## config.mk

```make
export PLATFORM = sky130hd
export DESIGN_NAME = pulse_monitor
export DESIGN_NICKNAME = d
export VERILOG_FILES = /design/src/rtl/pulse_monitor.sv
export SDC_FILE = /design/constraint.sdc
export NUM_CORES = 1
export LEC_CHECK = 0
export CORE_UTILIZATION = 38
export DETAILED_ROUTE_END_ITERATION = 7
export PLACE_DENSITY_LB_ADDON = 0.08
export SLEW_MARGIN = 20
export SYNTH_ARGS = -nofsm -noshare
export SYNTH_HDL_FRONTEND = slang
export SYNTH_SLANG_ARGS = --single-unit
```

## constraint.sdc

```tcl
create_clock -name clk -period 6.4 [get_ports clk]
set_input_delay 1.28 -clock clk [delete_from_list [all_inputs] [get_ports clk]]
set_output_delay 1.28 -clock clk [all_outputs]
set_load 0.005 [all_outputs]
```

## src/rtl/pulse_monitor.sv

```systemverilog
// pulse_monitor
// Measures the edge-to-edge interval of a periodic pulse against a nominal
// period and flags early, late or missing pulses. Tracks lock after a run of
// in-tolerance intervals.
//
// Ports:
//   clk          single clock, rising edge
//   rst          synchronous active-high reset
//   en           monitor enable; low forces IDLE
//   pulse_in     periodic pulse, synchronous to clk
//   clr_err      strobe clearing err_sticky and miss_cnt
//   period       last measured interval in cycles
//   period_valid one-cycle strobe, period updated
//   early_err    one-cycle strobe, interval below MIN_P
//   late_err     one-cycle strobe, interval above MAX_P or pulse missing
//   err_sticky   latched error flag
//   locked       LOCK_COUNT consecutive good intervals, no error since
//   miss_cnt     saturating count of late_err events
//
// state   | meaning
// IDLE    | monitor disabled
// ACQUIRE | enabled, waiting for the first edge to start timing
// TRACK   | timing intervals between edges
module pulse_monitor #(
  parameter int CLKFREQ_HZ = 24000000,
  parameter int TOL_CYCLES = 1000,
  parameter int LOCK_COUNT = 2,
  localparam int MIN_P = CLKFREQ_HZ - TOL_CYCLES,
  localparam int MAX_P = CLKFREQ_HZ + TOL_CYCLES,
  localparam int CNTR_WIDTH = $clog2(MAX_P + 2)
) (
  input  logic                  clk,
  input  logic                  rst,
  input  logic                  en,
  input  logic                  pulse_in,
  input  logic                  clr_err,
  output logic [CNTR_WIDTH-1:0] period,
  output logic                  period_valid,
  output logic                  early_err,
  output logic                  late_err,
  output logic                  err_sticky,
  output logic                  locked,
  output logic [7:0]            miss_cnt
);

  localparam int GW = (LOCK_COUNT < 1) ? 1 : $clog2(LOCK_COUNT + 1);
  localparam logic [CNTR_WIDTH-1:0] MIN_V = CNTR_WIDTH'(MIN_P);
  localparam logic [CNTR_WIDTH-1:0] MAX_V = CNTR_WIDTH'(MAX_P);
  localparam logic [GW-1:0] GOOD_MAX = GW'(LOCK_COUNT);

  typedef enum logic [1:0] {IDLE, ACQUIRE, TRACK} state_t;

  state_t                state;
  state_t                state_next;
  logic                  pulse_in_d;
  logic [CNTR_WIDTH-1:0] cntr;
  logic [GW-1:0]         good_run;

  logic                  pulse_edge;
  logic                  in_track;
  logic [CNTR_WIDTH-1:0] interval;
  logic                  late_hit;
  logic                  early_hit;
  logic                  good_hit;

  always_comb begin
    state_next = state;
    if (!en) begin
      state_next = IDLE;
    end else begin
      case (state)
        IDLE:    state_next = ACQUIRE;
        ACQUIRE: if (pulse_edge) state_next = TRACK;
        TRACK:   state_next = TRACK;
        default: state_next = IDLE;
      endcase
    end
  end

  always_ff @(posedge clk) begin
    if (rst) state <= IDLE;
    else     state <= state_next;
  end

  // A timeout takes priority over an early classification, so an edge that
  // lands exactly on the timeout reports a single late error.
  always_comb begin
    pulse_edge = pulse_in & ~pulse_in_d;
    in_track   = en && (state == TRACK);
    interval   = cntr + 1'b1;
    late_hit   = in_track && (cntr == MAX_V);
    early_hit  = in_track && pulse_edge && !late_hit && (interval < MIN_V);
    good_hit   = in_track && pulse_edge && !late_hit && !early_hit;
  end

  always_ff @(posedge clk) begin
    if (rst) begin
      pulse_in_d   <= 1'b0;
      cntr         <= '0;
      good_run     <= '0;
      period       <= '0;
      period_valid <= 1'b0;
      early_err    <= 1'b0;
      late_err     <= 1'b0;
      err_sticky   <= 1'b0;
      locked       <= 1'b0;
      miss_cnt     <= '0;
    end else begin
      pulse_in_d   <= pulse_in;
      period_valid <= 1'b0;
      early_err    <= early_hit;
      late_err     <= late_hit;

      if (in_track) begin
        if (pulse_edge || late_hit) cntr <= '0;
        else                        cntr <= cntr + 1'b1;
        if (pulse_edge) begin
          period       <= interval;
          period_valid <= 1'b1;
        end
      end else begin
        cntr <= '0;
      end

      if (!in_track || late_hit || early_hit) begin
        good_run <= '0;
        locked   <= 1'b0;
      end else if (good_hit) begin
        if (good_run != GOOD_MAX) good_run <= good_run + 1'b1;
        locked <= (good_run >= GOOD_MAX - GW'(1));
      end

      // A new error wins over a coincident clear.
      if (late_hit || early_hit) err_sticky <= 1'b1;
      else if (clr_err)          err_sticky <= 1'b0;

      if (late_hit) begin
        if (clr_err)                miss_cnt <= 8'd1;
        else if (miss_cnt != 8'hFF) miss_cnt <= miss_cnt + 1'b1;
      end else if (clr_err) begin
        miss_cnt <= '0;
      end
    end
  end

endmodule

```

==> flow_metrics.env, run 1 <==
export IMPL_outcome="finished, final reports clean"
export IMPL_leakage_uw=0.00120
export IMPL_detailedPlacementHpwl_um=5100
export IMPL_rsz0062_at_grt="no"
export IMPL_fin_area_sq_um=3990
export IMPL_first_pass_drt_iterations=4
export IMPL_synth_sequential_area_ratio=0.410
export IMPL_floorplan_core_area_sq_um=8340
export IMPL_post_dp_cell_area_sq_um=3750
export IMPL_synthArstFlopShare=0
export IMPL_drive_gt1_frac=0.106
export IMPL_initialDrtViolationCount=93
export IMPL_worst_slew_pin_transition_ns=0.819
export IMPL_yosys_area_top_type_share=0.410
export IMPL_drv_slew=0
export IMPL_holdBufCountCts=0
export IMPL_nFillCells=837
export IMPL_synth_seq_cells=68
export IMPL_tritoncts="done"
export IMPL_number_of_buffers_created_by_cts=9
export IMPL_synth_avg_cell_area_sq_um=8.74
export IMPL_global_route_wire_length_before_repair_um=12300
export IMPL_post_synth_mux_area_share=0.0121
export IMPL_most_common_cell_after_layout_fill_and_taps_aside="nor2_1"
export IMPL_worst_ep_arrival_time_ns=3.48
export IMPL_postRouteWirelength_um=7450
export IMPL_top_level_ports=43
export IMPL_ff2ff_path_depth=9
export IMPL_die_area_sq_um=9120
export IMPL_power_density_nw_per_um2=208
export IMPL_syn_to_final_growth_pct=20.0
export IMPL_synth_edff_count=0
export IMPL_via_count=2716
export IMPL_final_replace_weighted_congestion=0.843
export IMPL_timing_setup_tns_ns=0
export IMPL_combinational_family_with_the_most_area_after_synthesis="simple AND/OR/NAND/NOR gates"
export IMPL_post_synth_and_or_nand_nor_area_fraction=0.303
export IMPL_rows=33
export IMPL_synth_compound_gate_area_share=0.125
export IMPL_cts_repair_resized=0
export IMPL_yosys_most_used_dff="dfxtp_1"
export IMPL_grt_max_degree=52
export IMPL_final_cell_mix="nor2_1, dfxtp_1, clkdlybuf4s50_1, a211oi_1, nand2_1"
export IMPL_worst_endpoint_required_ns=6.68
export IMPL_synthAdderAreaFrac=0.0301
export IMPL_die_x_um=95.5
export IMPL_ys_types=67
export IMPL_slew_headroom=0.449
export IMPL_first_global_vias=2549
export IMPL_setup_viol=0
export IMPL_post_cts_repair_setup_buffers=0
export IMPL_postRouteAntennaNets=0
export IMPL_drc_errors=0
export IMPL_initial_antenna_violation_count=0
export IMPL_grtUsageTotal=0.177
export IMPL_worst_setup_path_end_kind="register"
export IMPL_antennaDiodeCount=0
export IMPL_initial_util=0.398
export IMPL_cts_htree_levels=3
export IMPL_yosysTopAreaCell="dfxtp_1"
export IMPL_period_utilisation_layout=0.500
export IMPL_grt_remaining_overflow=0
export IMPL_synth_net_count=393
export IMPL_clkTransAtPathRegs_ns=0.07
export IMPL_fin_nets=424
export IMPL_largest_fanout_on_the_critical_path=9
export IMPL_hold_viol=0
export IMPL_yosysWarnings=0
export IMPL_vdd_ir_drop_max_uv=106
export IMPL_post_synth_inst_count=380
export IMPL_clock_latency_ns=0.35
export IMPL_cts_root_buf="clkbuf_8"
export IMPL_yosys_top_cells_area="dfxtp_1, nor2_1, a211oi_1"
export IMPL_ctsLongestPathBuffers=2
export IMPL_synth_xor_area_frac=0.0685
export IMPL_clock_fmax_ghz=0.313
export IMPL_worstHoldPathCells=2
export IMPL_maxCapViolations=0
export IMPL_critical_path_class="reg -> reg"
export IMPL_finClkSkew_ns=0.00831
export IMPL_die_y_um=95.5
export IMPL_numClockSinks=68
export IMPL_worst_hold_path_type="reg -> reg"
export IMPL_wire_per_inst_um=14.4
export IMPL_crit_path_start_kind="register"
export IMPL_route_detailed_vias_per_inst=5.23
export IMPL_synth_cell_area_sq_um=3320
export IMPL_min_period_ns=3.20
export IMPL_place_port_buffers=42
==> per-stage QoR <==
step	hold WS, ns	util	power [uW]	setup slack (ns)	cells
floorplan	0.450	-	449	3.80	380
detailed placement	0.455	0.450	457	2.72	504
global route	0.489	0.478	867	2.97	519
CTS	0.466	0.474	840	3.07	518
global placement	0.450	0.450	457	2.77	504
finish	0.459	0.478	829	3.20	519
==> final cells by class <==
type / instances / area (sq um) / share of cell area
Clock inverter: 2 / 60.1 / 0.0151
Clock buffer: 12 / 145 / 0.0364
Tap cell: 105 / 131 / 0.0330
Multi-Input combinational cell: 278 / 1790 / 0.450
Timing Repair Buffer: 44 / 455 / 0.114
Sequential cell: 68 / 1360 / 0.342
Inverter: 10 / 37.5 / 0.00942
==> critical path: stages, from the launching register on <==
cell	delay (ns)
dfxtp_1	0.49
ha_1	0.40
nand2_1	0.20
or4_1	0.68
o31a_1	0.38
o32ai_1	0.21
o22ai_1	0.17
a21oi_2	0.25
nand3_1	0.16
a31oi_1	0.18
==> layer usage <==
metal,track usage,wire [um],vias to the layer above
li1,-,-,1395
met1,0.230,3630,1265
met2,0.280,3440,44
met3,0.0455,287,12
met4,0.0697,100,0
met5,0,0,-
==> worst paths after layout <==
| kind | start | endpoint | slack (ns) |
|---|---|---|---|
| worst max-delay path | cntr[0]$_SDFF_PP0_ | err_sticky$_SDFFE_PP0P_ | 3.20 |
| worst min-delay path | locked$_SDFFE_PP0P_ | locked$_SDFFE_PP0P_ | 0.46 |
| worst max register to register | cntr[0]$_SDFF_PP0_ | err_sticky$_SDFFE_PP0P_ | 3.20 |
| worst min register to register | locked$_SDFFE_PP0P_ | locked$_SDFFE_PP0P_ | 0.46 |
==> report_power, final <==
| group | leakage [uW] | switching, uW | internal [uW] |
|---|---|---|---|
| registers | 0.000548 | 1.49 | 426 |
| logic | 0.000550 | 11.5 | 9.08 |
| clock network | 0.000103 | 155 | 226 |
| total | 0.00120 | 168 | 661 |
==> registers in the layout (all words and copies together), names as in the netlist <==
signal / count
period_valid: 1
period: 25
late_err: 1
state: 2
locked: 1
cntr: 25
early_err: 1
miss_cnt: 8
pulse_in_d: 1
good_run: 2
err_sticky: 1
==> cells in the mapped netlist (all sizes together) (5+ instances only) <==
cell type,instances
and3,6
ha,8
o21ai,9
nand2b,5
inv,10
a211oi,25
nand2,23
nor2,72
clkbuf,14
a21oi,9
xnor2,12
buf,10
xor2,14
dfxtp,68
nand4,10
nor3,8
or4,5
nand3,17
nor4,11
==> logic make-up (layout without fill, tap and decap cells) <==
group / Yosys count / after routing
AOI/OAI and AO/OA: 59 / 59
and+or+nand+nor: 181 / 181
adders and majority gates: 8 / 8
muxes: 4 / 4
DFF: 68 / 68
buffers and inverters: 34 / 68
xor gates and xnor gates: 26 / 26
Note: power is estimated with default switching activity, not from simulation.
==> run 2, diff against run 1 <==
==> constraint.sdc (replaced) <==
create_clock -name clk -period 3.2 [get_ports clk]
set_input_delay 0.64 -clock clk [delete_from_list [all_inputs] [get_ports clk]]
set_output_delay 0.64 -clock clk [all_outputs]
set_load 0.005 [all_outputs]
==> flow_metrics.env, run 2 (synthesized netlist as in run 1, its figures left out) <==
export IMPL_slew_headroom=0.555
export IMPL_top_level_ports=43
export IMPL_setup_viol=0
export IMPL_first_pass_drt_iterations=4
export IMPL_clkTransAtPathRegs_ns=0.08
export IMPL_cts_root_buf="clkbuf_8"
export IMPL_postRouteAntennaNets=0
export IMPL_post_cts_repair_setup_buffers=0
export IMPL_die_area_sq_um=9120
export IMPL_floorplan_core_area_sq_um=8340
export IMPL_final_replace_weighted_congestion=0.836
export IMPL_initial_antenna_violation_count=0
export IMPL_postRouteWirelength_um=7520
export IMPL_wire_per_inst_um=14.3
export IMPL_worst_hold_path_type="reg -> reg"
export IMPL_initial_util=0.398
export IMPL_drv_slew=0
export IMPL_first_global_vias=2589
export IMPL_period_utilisation_layout=0.899
export IMPL_min_period_ns=2.88
export IMPL_min_from="locked$_SDFFE_PP0P_"
export IMPL_detailedPlacementHpwl_um=5350
export IMPL_timing_setup_tns_ns=0
export IMPL_numClockSinks=68
export IMPL_clock_fmax_ghz=0.348
export IMPL_ff2ff_path_depth=9
export IMPL_drive_gt1_frac=0.130
export IMPL_worst_ep_arrival_time_ns=3.15
export IMPL_biggestRegsByFlops="cntr x25, period x25, miss_cnt x8"
export IMPL_leakage_uw=0.00126
export IMPL_most_common_cell_after_layout_fill_and_taps_aside="nor2_1"
export IMPL_die_y_um=95.5
export IMPL_finClkSkew_ns=0.0136
export IMPL_fin_nets=430
export IMPL_route_detailed_vias_per_inst=5.24
export IMPL_holdBufCountCts=0
export IMPL_outcome="finished, final reports clean"
export IMPL_power_density_nw_per_um2=454
export IMPL_final_cell_mix="nor2_1, dfxtp_1, clkdlybuf4s50_1, a211oi_1, nand2_1"
export IMPL_clock_latency_ns=0.35
export IMPL_tritoncts="done"
export IMPL_grtUsageTotal=0.181
export IMPL_rsz0062_at_grt="no"
export IMPL_ctsLongestPathBuffers=2
export IMPL_holdPathEnd="locked$_SDFFE_PP0P_"
export IMPL_critical_path_class="reg -> reg"
export IMPL_rows=33
export IMPL_vdd_ir_drop_max_uv=180
export IMPL_drc_errors=0
export IMPL_rr_startpoint="cntr[0]$_SDFF_PP0_"
export IMPL_number_of_buffers_created_by_cts=9
export IMPL_crit_path_start_kind="register"
export IMPL_hold_viol=0
export IMPL_worstHoldPathCells=2
export IMPL_cts_htree_levels=3
export IMPL_reg2reg_slack_ns=0.32
export IMPL_antennaDiodeCount=0
export IMPL_initialDrtViolationCount=67
export IMPL_worst_endpoint_required_ns=3.47
export IMPL_worst_slew_pin_transition_ns=0.659
export IMPL_largest_fanout_on_the_critical_path=9
export IMPL_hold_worst_slack_ns=0.460
export IMPL_syn_to_final_growth_pct=22.8
export IMPL_grt_remaining_overflow=0
export IMPL_worst_setup_path_end_kind="register"
export IMPL_via_count=2763
export IMPL_grt_max_degree=36
export IMPL_cts_repair_resized=0
export IMPL_maxCapViolations=0
export IMPL_global_route_wire_length_before_repair_um=12700
export IMPL_die_x_um=95.5
export IMPL_place_port_buffers=42
export IMPL_worstReg2RegEnd="err_sticky$_SDFFE_PP0P_"
run 2: layout make-up:
class / instances / area (sq um)
inverters: 10 / 37.5
flip-flops and latches: 68 / 1360
repair buffers: 50 / 480
well taps: 105 / 131
clock buffers: 9 / 124
clock inverters: 7 / 146
multi-input cells: 278 / 1800
fillers: 832 / 4260
run 2: worst max-delay path, cell delays in order (launching register included):
cell and delay (ns):
dfxtp_1 0.49, ha_1 0.37, nand2_1 0.19, or4_4 0.55, o31a_1 0.33, o32ai_1 0.19, o22ai_1 0.16, a21oi_2 0.24
nand3_1 0.13, a31oi_1 0.16
run 2: power breakdown:
part	leakage [uW]	switching (uW)	internal, uW	total (uW)
Combinational	0.000577	23.6	18.1	41.8
Clock	0.000134	353	603	956
Sequential	0.000548	2.81	851	854
run 2: through the flow:
stage	total power, uW	cell area, sq um	std cells	worst slack [ns]	util
floorplan	899	3320	380	0.604	-
global placement	915	3800	511	0.374	0.456
detailed placement	916	3800	511	0.200	0.456
CTS	1870	4080	527	0.163	0.489
global route	1920	4080	527	0.0749	0.489
finish	1850	4080	527	0.323	0.489
run 2: metal layers:
layer  vias to the layer above  track usage  part of all wire
li1                       1421            -                 -
met1                      1290        0.233              0.49
met2                        40        0.288              0.46
met3                        12       0.0439             0.029
met4                         0       0.0771             0.018
met5                         -            0                 0
run 2: worst max-delay path by stage:
stage / startpoint / endpoint / slack, ns / cells past startpoint
floorplan: cntr[1]$_SDFF_PP0_ / locked$_SDFFE_PP0P_ / 0.60 / 11
global placement: cntr[0]$_SDFF_PP0_ / err_sticky$_SDFFE_PP0P_ / 0.37 / 9
detailed placement: cntr[0]$_SDFF_PP0_ / err_sticky$_SDFFE_PP0P_ / 0.20 / 9
CTS: cntr[0]$_SDFF_PP0_ / err_sticky$_SDFFE_PP0P_ / 0.16 / 9
global route: cntr[0]$_SDFF_PP0_ / err_sticky$_SDFFE_PP0P_ / 0.07 / 9
finish: cntr[0]$_SDFF_PP0_ / err_sticky$_SDFFE_PP0P_ / 0.32 / 9
==> run 3, diff against run 2 <==
==> constraint.sdc (replaced) <==
create_clock -name clk -period 2.33 [get_ports clk]
set_input_delay 0.466 -clock clk [delete_from_list [all_inputs] [get_ports clk]]
set_output_delay 0.466 -clock clk [all_outputs]
set_load 0.005 [all_outputs]
==> flow_metrics.env, run 3 (synthesized netlist as in run 1, its figures left out) <==
export IMPL_outcome="finished, violations left"
export IMPL_failed_checks="setup timing"
export IMPL_antennaDiodeCount=0
export IMPL_rr_startpoint="cntr[0]$_SDFF_PP0_"
export IMPL_leakage_uw=0.00158
export IMPL_ff2ff_path_depth=9
export IMPL_worst_setup_path_end_kind="register"
export IMPL_fin_nets=487
export IMPL_grt_max_degree=51
export IMPL_postRouteWirelength_um=8410
export IMPL_setup_viol=3
export IMPL_postRouteAntennaNets=0
export IMPL_total_power_uw=2310
export IMPL_drc_errors=0
export IMPL_multi_input_area_sq_um=1920
export IMPL_ctsLongestPathBuffers=2
export IMPL_initialDrtViolationCount=172
export IMPL_clock_fmax_ghz=0.405
export IMPL_rsz0062_at_grt="yes"
export IMPL_routed_wl_met2_um=4090
export IMPL_die_x_um=95.5
export IMPL_power_density_nw_per_um2=499
export IMPL_cts_htree_levels=3
export IMPL_crit_path_start_kind="register"
export IMPL_vdd_ir_drop_max_uv=295
export IMPL_clock_latency_ns=0.35
export IMPL_cts_root_buf="clkbuf_8"
export IMPL_holdPathEnd="locked$_SDFFE_PP0P_"
export IMPL_via_count=3029
export IMPL_rows=33
export IMPL_min_from="locked$_SDFFE_PP0P_"
export IMPL_tritoncts="done"
export IMPL_worst_endpoint_required_ns=2.62
export IMPL_holdBufCountCts=0
export IMPL_wire_per_inst_um=14.4
export IMPL_global_route_wire_length_before_repair_um=13800
export IMPL_crit_path_max_incr_delay_ns=0.56
export IMPL_route_detailed_vias_per_inst=5.19
export IMPL_worstReg2RegEnd="locked$_SDFFE_PP0P_"
export IMPL_initial_util=0.398
export IMPL_slew_headroom=0.620
export IMPL_first_pass_drt_iterations=5
export IMPL_register_area_sq_um=1380
export IMPL_detail_route_wirelength_met1_um=3910
export IMPL_hold_viol=0
export IMPL_worst_hold_path_type="reg -> reg"
export IMPL_cp_cell_sequence="buf_4, nand2_1, or4_4, nor4b_4, o32ai_4, a31oi_2, a21oi_4, or4_1, o21ai_1"
export IMPL_grtUsageTotal=0.197
export IMPL_most_common_cell_after_layout_fill_and_taps_aside="nor2_1"
export IMPL_worstHoldPathCells=2
export IMPL_critical_path_class="reg -> reg"
export IMPL_die_area_sq_um=9120
export IMPL_post_route_worst_setup_slack_ns=-0.138
export IMPL_route_top_layer_used="met4"
export IMPL_maxCapViolations=0
export IMPL_met3_wirelength_um=287
export IMPL_top_level_ports=43
export IMPL_slowest_stage="or4_4"
export IMPL_number_of_buffers_created_by_cts=9
export IMPL_clkTransAtPathRegs_ns=0.07
export IMPL_finClkSkew_ns=0.0109
export IMPL_final_cell_mix="nor2_1, buf_4, dfxtp_1, clkdlybuf4s50_1, a211oi_1"
export IMPL_period_utilisation_layout=1.06
export IMPL_detailedPlacementHpwl_um=6070
export IMPL_grt_remaining_overflow=0
export IMPL_nFillCells=795
export IMPL_final_replace_weighted_congestion=0.884
export IMPL_biggestRegsByFlops="cntr x25, period x25, miss_cnt x8"
export IMPL_dpl_worst_slack_ns=-0.145
export IMPL_reg2reg_slack_ns=-0.14
export IMPL_drv_slew=0
export IMPL_drive_gt1_frac=0.282
export IMPL_largest_fanout_on_the_critical_path=4
export IMPL_syn_to_final_growth_pct=39.3
export IMPL_floorplan_core_area_sq_um=8340
export IMPL_numClockSinks=68
export IMPL_initial_antenna_violation_count=0
export IMPL_worst_ep_arrival_time_ns=2.75
export IMPL_place_port_buffers=42
export IMPL_die_y_um=95.5
export IMPL_worst_slew_pin_transition_ns=0.566
export IMPL_min_period_ns=2.47
export IMPL_first_global_vias=2919
==> run 3: metal layers <==
metal  global-route usage  up-vias
li1                     -     1529
met1                0.244     1440
met2                0.331       48
met3               0.0431       12
met4               0.0796        0
met5                    0        -
==> run 3: cell type report <==
cell class	instances	share of cell area
clock buffers	11	0.0306
clock inverters	5	0.0162
inverters	10	0.00811
multi-input cells	278	0.416
flip-flops and latches	68	0.298
well taps	105	0.0284
repair buffers	107	0.203
==> run 3: through the flow <==
step	hold WS, ns	TNS, ns	area, sq um	instances	utilization
global route	0.484	-1.24	4630	584	0.555
detailed placement	0.457	-0.497	4280	564	0.513
CTS	0.471	-0.246	4580	583	0.549
floorplan	0.450	-0.0727	3380	380	-
global placement	0.454	-0.330	4280	564	0.513
finish	0.463	-0.235	4630	584	0.555
==> run 3: worst max-delay path: cells and delay by family, from the launching register on <==
family / cells / cell delay (ns)
AO/OA/AOI/OAI: 4 / 0.54
buffers and inverters: 1 / 0.12
flip-flops: 1 / 0.33
AND/OR/NAND/NOR: 4 / 1.41
==> run 3: power by group <==
part	leakage, uW	total, uW	switching (uW)	internal (uW)
registers	0.000554	1170	3.88	1170
clock network	0.000113	1080	449	627
logic	0.000913	60.1	33.1	27.0
==> run 3: worst max path at each step <==
stage / start / endpoint / slack, ns / cells past startpoint
final: cntr[0]$_SDFF_PP0_ / locked$_SDFFE_PP0P_ / -0.14 / 9
after global routing: cntr[14]$_SDFF_PP0_ / locked$_SDFFE_PP0P_ / -0.20 / 8
after CTS: cntr[0]$_SDFF_PP0_ / locked$_SDFFE_PP0P_ / -0.10 / 9
after detailed placement: cntr[4]$_SDFF_PP0_ / err_sticky$_SDFFE_PP0P_ / -0.14 / 9
after global placement: cntr[0]$_SDFF_PP0_ / locked$_SDFFE_PP0P_ / -0.10 / 10
after floorplan: cntr[5]$_SDFF_PP0_ / locked$_SDFFE_PP0P_ / -0.07 / 9
==> run 3: repair_timing <==
item,4_1_cts,5_1_grt
setup endpoints to repair,5,7
resized for setup,15,11
gates cloned,0,0
setup buffers,3,1
pin swaps,7,7
